`config.mk`:
```
export PLATFORM = sky130hd
export DESIGN_NAME = game_ctrl
export DESIGN_NICKNAME = d
export VERILOG_FILES = /design/src/rtl/game_pkg.sv /design/src/rtl/game_ctrl_tick_cnt.sv /design/src/rtl/game_ctrl.sv
export SDC_FILE = /design/constraint.sdc
export NUM_CORES = 1
export LEC_CHECK = 0
export ABC_AREA = 1
export CORE_MARGIN = 10
export CORE_UTILIZATION = 55
export CTS_CLUSTER_DIAMETER = 40
export DETAILED_ROUTE_END_ITERATION = 12
export PLACE_DENSITY = 0.89
export SKIP_LAST_GASP = 1
export SLEW_MARGIN = 5
export SYNTH_ARGS = -nofsm -noshare
export SYNTH_HDL_FRONTEND = slang
export SYNTH_SLANG_ARGS = --single-unit
```
`constraint.sdc`:
```
create_clock -name clk -period 1.85 [get_ports clk]
set_input_delay 0.185 -clock clk [delete_from_list [all_inputs] [get_ports clk]]
set_output_delay 0.185 -clock clk [all_outputs]
set_load 0.1 [all_outputs]
```
`src/rtl/game_pkg.sv`:
```
// Shared game-flow state encoding for the controller and display/overlay logic.
package game_pkg;

  typedef enum logic [1:0] {
    ST_IDLE  = 2'd0,
    ST_PLAY  = 2'd1,
    ST_PAUSE = 2'd2,
    ST_OVER  = 2'd3
  } state_t;

endpackage

```
`src/rtl/game_ctrl_tick_cnt.sv`:
```
// 8-bit loadable down-counter: decrements on en & tick, saturates at 0.
module tick_cnt (
  input  logic       clk,
  input  logic       rst,
  input  logic       load,
  input  logic [7:0] load_val,
  input  logic       en,
  input  logic       tick,
  output logic       zero
);

  logic [7:0] cnt;

  always_ff @(posedge clk) begin
    if (rst)
      cnt <= '0;
    else if (load)
      cnt <= load_val;
    else if (en && tick && cnt != '0)
      cnt <= cnt - 8'd1;
  end

  assign zero = (cnt == '0);

endmodule

```
`src/rtl/game_ctrl.sv`:
```
// Flappy Bird game-flow FSM: start/flap/pause/over, flap spacing, death lockout, score/best.
module game_ctrl
  import game_pkg::*;
#(
  parameter int FLAP_GAP  = 4,
  parameter int DEAD_HOLD = 60,
  parameter int SCORE_W   = 10
) (
  input  logic               clk,
  input  logic               rst,
  input  logic               key1,
  input  logic               key2,
  input  logic               frame_tick,
  input  logic               hit,
  input  logic               pass,
  output logic [1:0]         state,
  output logic               run,
  output logic               flap,
  output logic               world_clr,
  output logic [SCORE_W-1:0] score,
  output logic [SCORE_W-1:0] best,
  output logic               new_best
);

  state_t st, nxt;
  logic   flap_nxt, clr_nxt, gap_load, hold_load, score_clr, score_inc;
  logic   gap_zero, hold_zero;
  logic   over_first;

  tick_cnt u_gap (
    .clk      (clk),
    .rst      (rst),
    .load     (gap_load),
    .load_val (8'(FLAP_GAP)),
    .en       (st == ST_PLAY),
    .tick     (frame_tick),
    .zero     (gap_zero)
  );

  tick_cnt u_hold (
    .clk      (clk),
    .rst      (rst),
    .load     (hold_load),
    .load_val (8'(DEAD_HOLD)),
    .en       (st == ST_OVER),
    .tick     (frame_tick),
    .zero     (hold_zero)
  );

  always_comb begin
    nxt       = st;
    flap_nxt  = 1'b0;
    clr_nxt   = 1'b0;
    gap_load  = 1'b0;
    hold_load = 1'b0;
    score_clr = 1'b0;
    score_inc = 1'b0;
    unique case (st)
      ST_IDLE: begin
        if (key1) begin
          nxt       = ST_PLAY;
          flap_nxt  = 1'b1;
          clr_nxt   = 1'b1;
          gap_load  = 1'b1;
          score_clr = 1'b1;
        end
      end
      ST_PLAY: begin
        score_inc = pass;
        if (hit) begin
          nxt       = ST_OVER;
          hold_load = 1'b1;
        end else if (key2) begin
          nxt = ST_PAUSE;
        end else if (key1 && gap_zero) begin
          // gap_zero is the pre-tick value, so a same-cycle tick cannot open the gap
          flap_nxt = 1'b1;
          gap_load = 1'b1;
        end
      end
      ST_PAUSE: begin
        if (key2) nxt = ST_PLAY;
      end
      ST_OVER: begin
        if (key1 && hold_zero) begin
          nxt     = ST_IDLE;
          clr_nxt = 1'b1;
        end
      end
      default: nxt = ST_IDLE;
    endcase
  end

  always_ff @(posedge clk) begin
    if (rst) begin
      st         <= ST_IDLE;
      run        <= 1'b0;
      flap       <= 1'b0;
      world_clr  <= 1'b0;
      score      <= '0;
      best       <= '0;
      new_best   <= 1'b0;
      over_first <= 1'b0;
    end else begin
      st         <= nxt;
      run        <= (nxt == ST_PLAY);
      flap       <= flap_nxt;
      world_clr  <= clr_nxt;
      over_first <= (st != ST_OVER) && (nxt == ST_OVER);
      if (score_clr)
        score <= '0;
      else if (score_inc && score != '1)
        score <= score + 1'b1;
      // Best is judged on the first OVER cycle, after the final pass has landed in score
      if (over_first) begin
        if (score > best) begin
          best     <= score;
          new_best <= 1'b1;
        end else begin
          new_best <= 1'b0;
        end
      end
      if (nxt != ST_OVER)
        new_best <= 1'b0;
    end
  end

  assign state = st;

endmodule
```
==> flow_metrics.py, run 1 <==
metrics = {
    "grt": {
        "grt_pass1_wl_um": 10600,
        "gr-usage-met3_pct": 4.49,
        "grt_pass1_vias": 2402,
        "top_usage_layer": "met2",
        "use_met1_pct": 19.7,
        "use_met2_pct": 28.0,
        "overflow": 0,
        "grt_usage_pct": 16.8,
        "antenna_found_initial": 0,
        "grt_max_degree": 16,
    },
    "yosys": {
        "synth_edf_count": 0,
        "synthSimpleGateAreaFrac_pct": 31.5,
        "synth-compound-area-share_pct": 10.9,
        "synthAdderAreaFrac_pct": 9.50,
        "async_flop_share_pct": 0,
        "netlist.area_leader.share_pct": 34.4,
        "synthCells": 368,
        "yosysSeqAreaShare_pct": 34.4,
        "synth_top_family_by_area": "simple AND/OR/NAND/NOR gates",
        "yosys_warnings": 0,
        "synth.distinct_cells": 31,
        "synthTopCellsByArea": "dfxtp_1 (34%), nand2_1 (15%), ha_1 (9.5%)",
        "post_synth_xor_area_fraction_pct": 3.85,
        "synth_nets": 394,
        "synthesis.area_um2": 2500,
        "yosys-mux-area-fraction_pct": 0,
        "synth.avg_cell_area_um2": 6.80,
        "synth.most_common_cell": "nand2_1",
        "yosysTopAreaCell": "dfxtp_1",
        "synth_top_cells_by_count": "nand2_1 (97), inv_1 (53), dfxtp_1 (43)",
        "ys_ff_latch": 43,
        "synth-main-ff-cell": "dfxtp_1",
    },
    "place": {
        "placedCellCount": 456,
        "place_area_um2": 2900,
        "gp_congestion": 0.895,
        "io_buffers": 32,
        "dpl.hpwl_um": 4780,
        "dp_slack_ps": 131,
    },
    "critical_path": {
        "cpLargestDelayFamily": "simple AND/OR/NAND/NOR gates",
        "r2r-start": "best[9]",
        "cp_slowest_cell": "dfxtp_4",
        "end_kind": "flip-flop",
        "r2r_cells": 8,
        "crit_path_start_kind": "flip-flop",
        "worst-setup-path-type": "reg2reg",
        "r2r_slack_ps": 130,
        "arrival_ps": 1920,
        "slowest_delay_ps": 360,
        "path_cells": "inv_1, ha_1, a21o_1, nor2_1, nand3_2, buf_4, nand3_1, a21oi_1",
        "r2r-end": "best[1]",
        "required_ps": 2040,
        "crit_path_max_fanout": 8,
        "crit_buf_inv": 2,
    },
    "clock_tree": {
        "cts_buffers": 5,
        "clk_path_buf_depth": 2,
        "cts.sinks": 43,
        "path_clk_slew_ps": 80,
        "tritoncts": "built",
        "insertion_delay_ps": 300,
        "clockRootBuffer": "clkbuf_8",
        "htree_levels": 2,
    },
    "die": {
        "die_h_um": 87.5,
        "dieArea_um2": 7650,
        "row_count": 24,
        "start_util_pct": 57.1,
        "core_area_um2": 4380,
        "die_x_um": 87.5,
        "io_pins": 33,
    },
    "cells_and_area": {
        "finalNonFillerCells": 468,
        "post-route-util_pct": 69.5,
        "area.growth.synth_to_final_pct": 21.8,
        "num_antenna_cells": 0,
        "drive_gt1_share_pct": 21.4,
        "design_area_um2": 3050,
        "fin_nets": 441,
    },
    "timing": {
        "relSlewSlack_pct": 77.7,
        "drv_slew": 0,
        "setup_viol": 0,
        "hold_viol_final": 0,
        "timing.final.crit_share_pct": 93.2,
        "fin_setup_tns_ps": 0,
        "fmax_mhz": 580,
        "timing.final.ws_setup_ps": 125,
        "holdWs_ps": 466,
        "finClkSkew_ps": 8.86,
        "worstMarginPinSlew_ps": 334,
        "min_period_ps": 1720,
    },
    "pwr": {
        "leakage_nw": 1.37,
        "clkPwrFrac_pct": 25.4,
        "max-vdd-ir-drop_mv": 0.738,
        "powerDensity_nw_per_um2": 770,
        "switching_power_mw": 0.896,
        "p_sw_share_pct": 38.1,
        "cellInternalPower_mw": 1.45,
        "p_total_mw": 2.35,
        "seqPwrFrac_pct": 43.3,
        "pwr-share-comb_pct": 31.3,
    },
    "detailed_routing": {
        "drt_iter0_markers": 190,
        "vias_per_cell": 5.41,
        "drc": 0,
        "drtPass1Iterations": 4,
        "wl_um": 6370,
        "num_vias": 2533,
        "routedWlPerCell_um": 13.6,
        "postRouteAntennaNets": 0,
    },
    "worst_hold_path": {
        "worstHoldStart": "u_gap.cnt[0]",
        "hold_path.class": "reg2reg",
        "holdPathEnd": "u_gap.cnt[0]",
        "whs_path_depth": 2,
    },
    "job": {
        "max_cap_violations": 0,
    },
    "run_status": {
        "status": "complete, no violations",
    },
}
==> worst max path at each step <==
stage | from | to | slack [ps] | cells after the start
final | best[9] | best[1] | 130 | 8
after global routing | best[9] | best[3] | -10 | 8
after CTS | best[9] | best[1] | 100 | 9
after detailed placement | best[9] | best[1] | 130 | 9
after global placement | best[9] | best[9] | 190 | 10
after floorplan | best[7] | best[1] | 8 | 9
==> placed cells by master (no fill, tap or decap), drive strengths merged <==
cell type / instances
a211oi: 2
a21o: 1
a21oi: 33
a31oi: 2
buf: 39
clkbuf: 6
clkdlybuf4s50: 6
clkinv: 1
clkinvlp: 2
dfxtp: 43
ha: 19
inv: 55
nand2: 103
nand3: 30
nand3b: 1
nand4: 5
nor2: 38
nor2b: 1
nor3: 6
o211ai: 2
o21ai: 9
o21bai: 1
xnor2: 2
xor2: 9
==> power groups by stage <==
stage	clock network, mW	logic, mW	registers, mW
after detailed placement	0	0.719	1.04
after floorplan	0	0.412	1.20
final	0.596	0.735	1.02
after CTS	0.601	0.723	1.02
after global routing	0.649	0.798	1.02
after global placement	0	0.701	1.04
==> what timing repair did <==
| item | in CTS | in global routing |
|---|---|---|
| resized for setup | 0 | 9 |
| setup endpoints to repair | 0 | 10 |
| buffers inserted | 0 | 3 |
| endpoints found under the hold margin | 0 | 0 |
| hold buffers | 0 | 0 |
==> tightest hold or removal path, delay by kind of cell, from the launching register on <==
family	cells	cell delay, ps
AOI/OAI and AO/OA	1	50
and+or+nand+nor	1	60
DFF	1	310
==> layout make-up <==
class,instances,area [µm²]
inverter,56,214
tap,52,65.1
multi-input combinational,264,1420
sequential,43,901
clock inverter,2,12.5
fill,343,1340
timing repair buffer,45,360
clock buffer,6,72.6
==> metal layers <==
metal,up-vias,part of all wire [%],wire length [µm]
li1,1272,-,-
met1,1168,43,2750
met2,79,48,3050
met3,14,6.4,408
met4,0,2.6,163
met5,-,0,0
==> logic make-up after synthesis <==
group | Yosys count
AND/OR/NAND/NOR | 183
adder cells (fa/ha/maj) | 19
XOR/XNOR | 11
buffers and inverters | 62
flip-flops | 43
AO/OA/AOI/OAI | 50
==> state kept, by name, indices dropped and copies added, names as in the netlist <==
register    flops
u_gap.cnt       8
new_best        1
over_first      1
world_clr       1
score          10
state           2
u_hold.cnt      8
run             1
flap            1
best           10
Power figures use the tool's default switching activity.
==> inputs of run 2 (changes only) <==
==> constraint.sdc (replaced) <==
create_clock -name clk -period 1.6 [get_ports clk]
set_input_delay 0.16 -clock clk [delete_from_list [all_inputs] [get_ports clk]]
set_output_delay 0.16 -clock clk [all_outputs]
set_load 0.1 [all_outputs]
==> run 2 against run 1 <==
Compared with the run above: the run now ends with negative setup slack left; sequential power rose by 16%; via count rose by 17%; cell area rose by 24%; critical endpoint is now best[3]; largest power group unchanged.
==> flow_metrics.py, run 2 (synthesized netlist as in run 1, its figures left out) <==
metrics = {
    "place": {
        "dpl.hpwl_um": 5310,
        "placedCellCount": 467,
        "gp_congestion": 0.887,
        "place_area_um2": 3410,
        "io_buffers": 32,
    },
    "timing": {
        "holdWs_ps": 474,
        "drv_slew": 0,
        "fmax_mhz": 545,
        "min_period_ps": 1840,
        "hold_viol_final": 0,
        "grt_setup_unrepaired": "true",
        "setup_viol": 11,
        "worstMarginPinSlew_ps": 372,
        "relSlewSlack_pct": 75.0,
        "timing.final.ws_setup_ps": -236,
        "fin_setup_tns_ps": -2050,
        "timing.final.crit_share_pct": 115,
        "finClkSkew_ps": 17.9,
    },
    "cells_and_area": {
        "fin_nets": 466,
        "design_area_um2": 3760,
        "reg.largest.list": "best x10, score x10",
        "num_antenna_cells": 0,
        "final_common_cell": "nand2_1",
        "finalNonFillerCells": 493,
        "final_cell_mix": "nand2_1 (91), inv_1 (43), buf_4 (35)",
        "area.growth.synth_to_final_pct": 50.4,
        "drive_gt1_share_pct": 31.5,
    },
    "detailed_routing": {
        "vias_per_cell": 5.99,
        "wl_um": 9080,
        "drc": 0,
        "drtPass1Iterations": 6,
        "routedWlPerCell_um": 18.4,
        "postRouteAntennaNets": 0,
        "drt_iter0_markers": 318,
        "num_vias": 2953,
    },
    "job": {
        "max_cap_violations": 0,
    },
    "critical_path": {
        "required_ps": 1830,
        "arrival_ps": 2070,
        "r2r_slack_ps": -240,
        "end_kind": "flip-flop",
        "crit_path_start_kind": "flip-flop",
        "r2r-end": "best[3]",
        "crit_path_max_fanout": 7,
        "r2r_cells": 11,
        "worst-setup-path-type": "reg2reg",
        "r2r-start": "best[3]",
    },
    "die": {
        "die_x_um": 87.5,
        "dieArea_um2": 7650,
        "core_area_um2": 4380,
        "row_count": 24,
        "io_pins": 33,
        "start_util_pct": 57.1,
        "die_h_um": 87.5,
    },
    "clock_tree": {
        "hold_buffers": 0,
        "cts_buffers": 5,
        "htree_levels": 2,
        "path_clk_slew_ps": 90,
        "insertion_delay_ps": 310,
        "clk_path_buf_depth": 2,
        "cts.sinks": 43,
        "clockRootBuffer": "clkbuf_8",
        "tritoncts": "built",
    },
    "worst_hold_path": {
        "worstHoldStart": "u_gap.cnt[0]",
        "whs_path_depth": 2,
        "holdPathEnd": "u_gap.cnt[0]",
        "hold_path.class": "reg2reg",
    },
    "grt": {
        "grt_pass1_wl_um": 13300,
        "grt_max_degree": 16,
        "grt_usage_pct": 21.6,
        "antenna_found_initial": 0,
        "overflow": 0,
        "grt_pass1_vias": 2817,
    },
    "pwr": {
        "leakage_nw": 1.61,
        "powerDensity_nw_per_um2": 822,
        "max-vdd-ir-drop_mv": 0.763,
    },
    "run_status": {
        "violations": "negative setup slack",
        "status": "finished, violations left",
    },
}
## run 2: cell count changes in the layout (fill, tap and decap cells not counted), moves of 4 or more
cell | previous run | this run
dfxtp_4 | 5 | 22
buf_12 | 0 | 27
ha_4 | 0 | 6
dfxtp_2 | 17 | 0
inv_1 | 52 | 43
inv_2 | 3 | 12
ha_1 | 19 | 12
nand2_1 | 95 | 91
## run 2: layout make-up
cell class,instances,area (µm²)
clock buffer,7,76.3
clock inverter,1,30.0
fill,213,619
inverter,56,213
multi-input combinational,265,1560
sequential,43,943
tap,52,65.1
timing repair buffer,69,875
## run 2: how the worst max path moves through the flow
stage                 start       to  depth (start not counted)
floorplan           best[7]  best[7]                         10
global placement    best[1]  best[7]                          9
detailed placement  best[3]  best[3]                         10
CTS                 best[2]  best[3]                         10
global route        best[3]  best[5]                         11
finish              best[3]  best[3]                         11
## run 2: critical path, stage by stage, from the launching register on
cell and delay (ps):
dfxtp_4 360, inv_2 30, ha_1 320, nand2_1 110, nand2_1 90, nand2_1 60
nand2_1 110, nand2_2 80, nand3_4 150, buf_6 150, nand3_1 100, a21oi_2 190
## run 2: power by group
group	leakage, nW	internal, mW	switching (mW)
clock	0.0524	0.468	0.390
combinational	1.20	0.386	0.676
sequential	0.366	1.10	0.0746
## run 2: what timing repair did
action / in CTS / in global routing
gates resized for setup: 13 / 12
pin swaps: 10 / 7
hold endpoints to repair: 0 / 0
setup buffers: 10 / 6
setup endpoints to repair: 10 / 28
cloned: 1 / 1
## run 2: stage by stage
| stage | total power [mW] | setup slack [ps] | utilization, % |
|---|---|---|---|
| 2_1_floorplan | 1.85 | -16.6 | - |
| 3_3_place_gp | 2.09 | 67.3 | 77.7 |
| 3_5_place_dp | 2.12 | -170 | 77.7 |
| 4_1_cts | 2.99 | -1.16 | 83.1 |
| 5_1_grt | 3.22 | -339 | 85.9 |
| 6_report | 3.10 | -236 | 85.9 |
## run 2: routing by layer
layer | GRT usage, % | vias up | routed length [µm]
li1 | - | 1314 | -
met1 | 22.5 | 1307 | 3130
met2 | 36.6 | 242 | 4200
met3 | 6.09 | 90 | 1000
met4 | 15.1 | 0 | 745
met5 | 0 | - | 0
==> inputs of run 3 (changes only) <==
==> constraint.sdc (replaced) <==
create_clock -name clk -period 1.8 [get_ports clk]
set_input_delay 0.18 -clock clk [delete_from_list [all_inputs] [get_ports clk]]
set_output_delay 0.18 -clock clk [all_outputs]
set_load 0.1 [all_outputs]
==> run 3 against run 2 <==
Compared with the run above: the run now ends clean; worst hold slack lost 8.7 ps; highest routed layer unchanged; largest cell class unchanged; total power shrank 23%; cell area shrank 18%; first-iteration DRC count shrank 38%; critical path type unchanged; count of clock-buffer cells in the layout is the same; non-clock buffer count shrank 26; wire length shrank 33%; register-to-register slack gained 320 ps; setup slack gained 320 ps; critical path depth shrank 1; utilization shrank 16 points.
==> flow_metrics.py, run 3 (synthesized netlist as in run 1, its figures left out) <==
metrics = {
    "run_status": {
        "status": "complete, no violations",
    },
    "place": {
        "dpl.hpwl_um": 4650,
        "io_buffers": 32,
        "gp_congestion": 0.883,
        "place_area_um2": 2930,
        "dp_slack_ps": 109,
    },
    "critical_path": {
        "critPathMostFrequentCell": "nand2_2",
        "cp_slowest_cell": "dfxtp_4",
        "crit_path_max_fanout": 8,
        "end_kind": "flip-flop",
        "slowest_delay_ps": 360,
        "worst-setup-path-type": "reg2reg",
        "required_ps": 1990,
        "path_cells": "inv_1, ha_1, nand2_2, nor2_4, nand3b_1, nand2_2, clkinvlp_4, buf_12, nand3_1, a21oi_1",
        "r2r_slack_ps": 80,
        "arrival_ps": 1900,
        "crit_path_start_kind": "flip-flop",
    },
    "clock_tree": {
        "htree_levels": 2,
        "path_clk_slew_ps": 80,
        "cts.sinks": 43,
        "clockRootBuffer": "clkbuf_8",
        "clk_path_buf_depth": 2,
        "cts_buffers": 5,
        "insertion_delay_ps": 300,
        "hold_buffers": 0,
        "tritoncts": "built",
    },
    "cells_and_area": {
        "reg.largest.list": "best x10, score x10",
        "post-route-util_pct": 70.3,
        "area.growth.synth_to_final_pct": 23.1,
        "final_cell_mix": "nand2_1 (94), inv_1 (52), buf_4 (35)",
        "fin_nets": 439,
        "num_antenna_cells": 0,
        "drive_gt1_share_pct": 21.5,
        "design_area_um2": 3080,
        "final_common_cell": "nand2_1",
    },
    "pwr": {
        "seqPwrFrac_pct": 43.1,
        "pwr-share-comb_pct": 32.0,
        "powerDensity_nw_per_um2": 776,
        "max-vdd-ir-drop_mv": 0.803,
        "cellInternalPower_mw": 1.49,
        "p_sw_share_pct": 37.6,
        "switching_power_mw": 0.899,
        "leakage_nw": 1.36,
        "clkPwrFrac_pct": 24.9,
    },
    "detailed_routing": {
        "wl_um": 6090,
        "postRouteAntennaNets": 0,
        "drt_iter0_markers": 196,
        "routedWlPerCell_um": 13.1,
        "drtPass1Iterations": 5,
        "drc": 0,
        "num_vias": 2470,
        "vias_per_cell": 5.30,
    },
    "grt": {
        "overflow": 0,
        "antenna_found_initial": 0,
        "grt_usage_pct": 16.2,
        "grt_pass1_wl_um": 10300,
        "grt_max_degree": 16,
        "grt_pass1_vias": 2322,
    },
    "die": {
        "row_count": 24,
        "io_pins": 33,
        "core_area_um2": 4380,
        "start_util_pct": 57.1,
        "die_x_um": 87.5,
        "die_h_um": 87.5,
        "dieArea_um2": 7650,
    },
    "timing": {
        "fin_setup_tns_ps": 0,
        "timing.final.ws_setup_ps": 83.4,
        "relSlewSlack_pct": 77.2,
        "hold_viol_final": 0,
        "holdWs_ps": 465,
        "fmax_mhz": 583,
        "min_period_ps": 1720,
        "setup_viol": 0,
        "timing.final.crit_share_pct": 95.4,
        "worstMarginPinSlew_ps": 341,
        "finClkSkew_ps": 4.67,
        "drv_slew": 0,
    },
    "worst_hold_path": {
        "hold_path.class": "reg2reg",
    },
    "job": {
        "max_cap_violations": 0,
    },
}
-- run 3: worst paths after layout --
path | startpoint | endpoint | cells past startpoint
min | u_hold.cnt[0] | u_hold.cnt[0] | 2
min reg2reg | u_hold.cnt[0] | u_hold.cnt[0] | 2
max | best[9] | best[4] | 10
max reg2reg | best[9] | best[4] | 10
-- run 3: power groups by stage --
| stage | clock network [mW] | registers [mW] | logic (mW) |
|---|---|---|---|
| after CTS | 0.617 | 1.03 | 0.755 |
| after global routing | 0.639 | 1.04 | 0.840 |
| after floorplan | 0 | 1.22 | 0.423 |
| after detailed placement | 0 | 1.05 | 0.751 |
| after global placement | 0 | 1.05 | 0.733 |
| final | 0.596 | 1.03 | 0.765 |
-- run 3: timing repair --
action	in CTS	in global routing
buffers inserted	0	1
endpoints found under the setup margin	0	12
endpoints found under the hold margin	0	0
resized for setup	0	11
-- run 3: routing by layer --
metal | routed length (µm) | global-route usage, % | vias up
met3 | 413 | 3.56 | 15
met1 | 2600 | 19.6 | 1114
met5 | 0 | 0 | -
met4 | 181 | 8.12 | 0
met2 | 2900 | 26.3 | 83
li1 | - | - | 1258
-- run 3: critical path, delay by kind of cell, from the launching register on --
family	cells	cell delay (ps)
AO/OA/AOI/OAI	1	70
adder cells (fa/ha/maj)	1	310
flip-flops	1	360
buffers and inverters	3	420
AND/OR/NAND/NOR	5	460
-- run 3: per-stage QoR --
step                instances  power (mW)
global placement          456        1.78
floorplan                 368        1.64
global route              466        2.52
CTS                       464        2.40
detailed placement        456        1.80
finish                    466        2.39
-- run 3: layout make-up --
cell class              instances  area, µm²
flip-flops and latches         43        926
clock buffers                   7       76.3
repair buffers                 43        354
well taps                      52       65.1
multi-input cells             264       1440
clock inverters                 1       5.00
inverters                      56        214
fillers                       340       1300
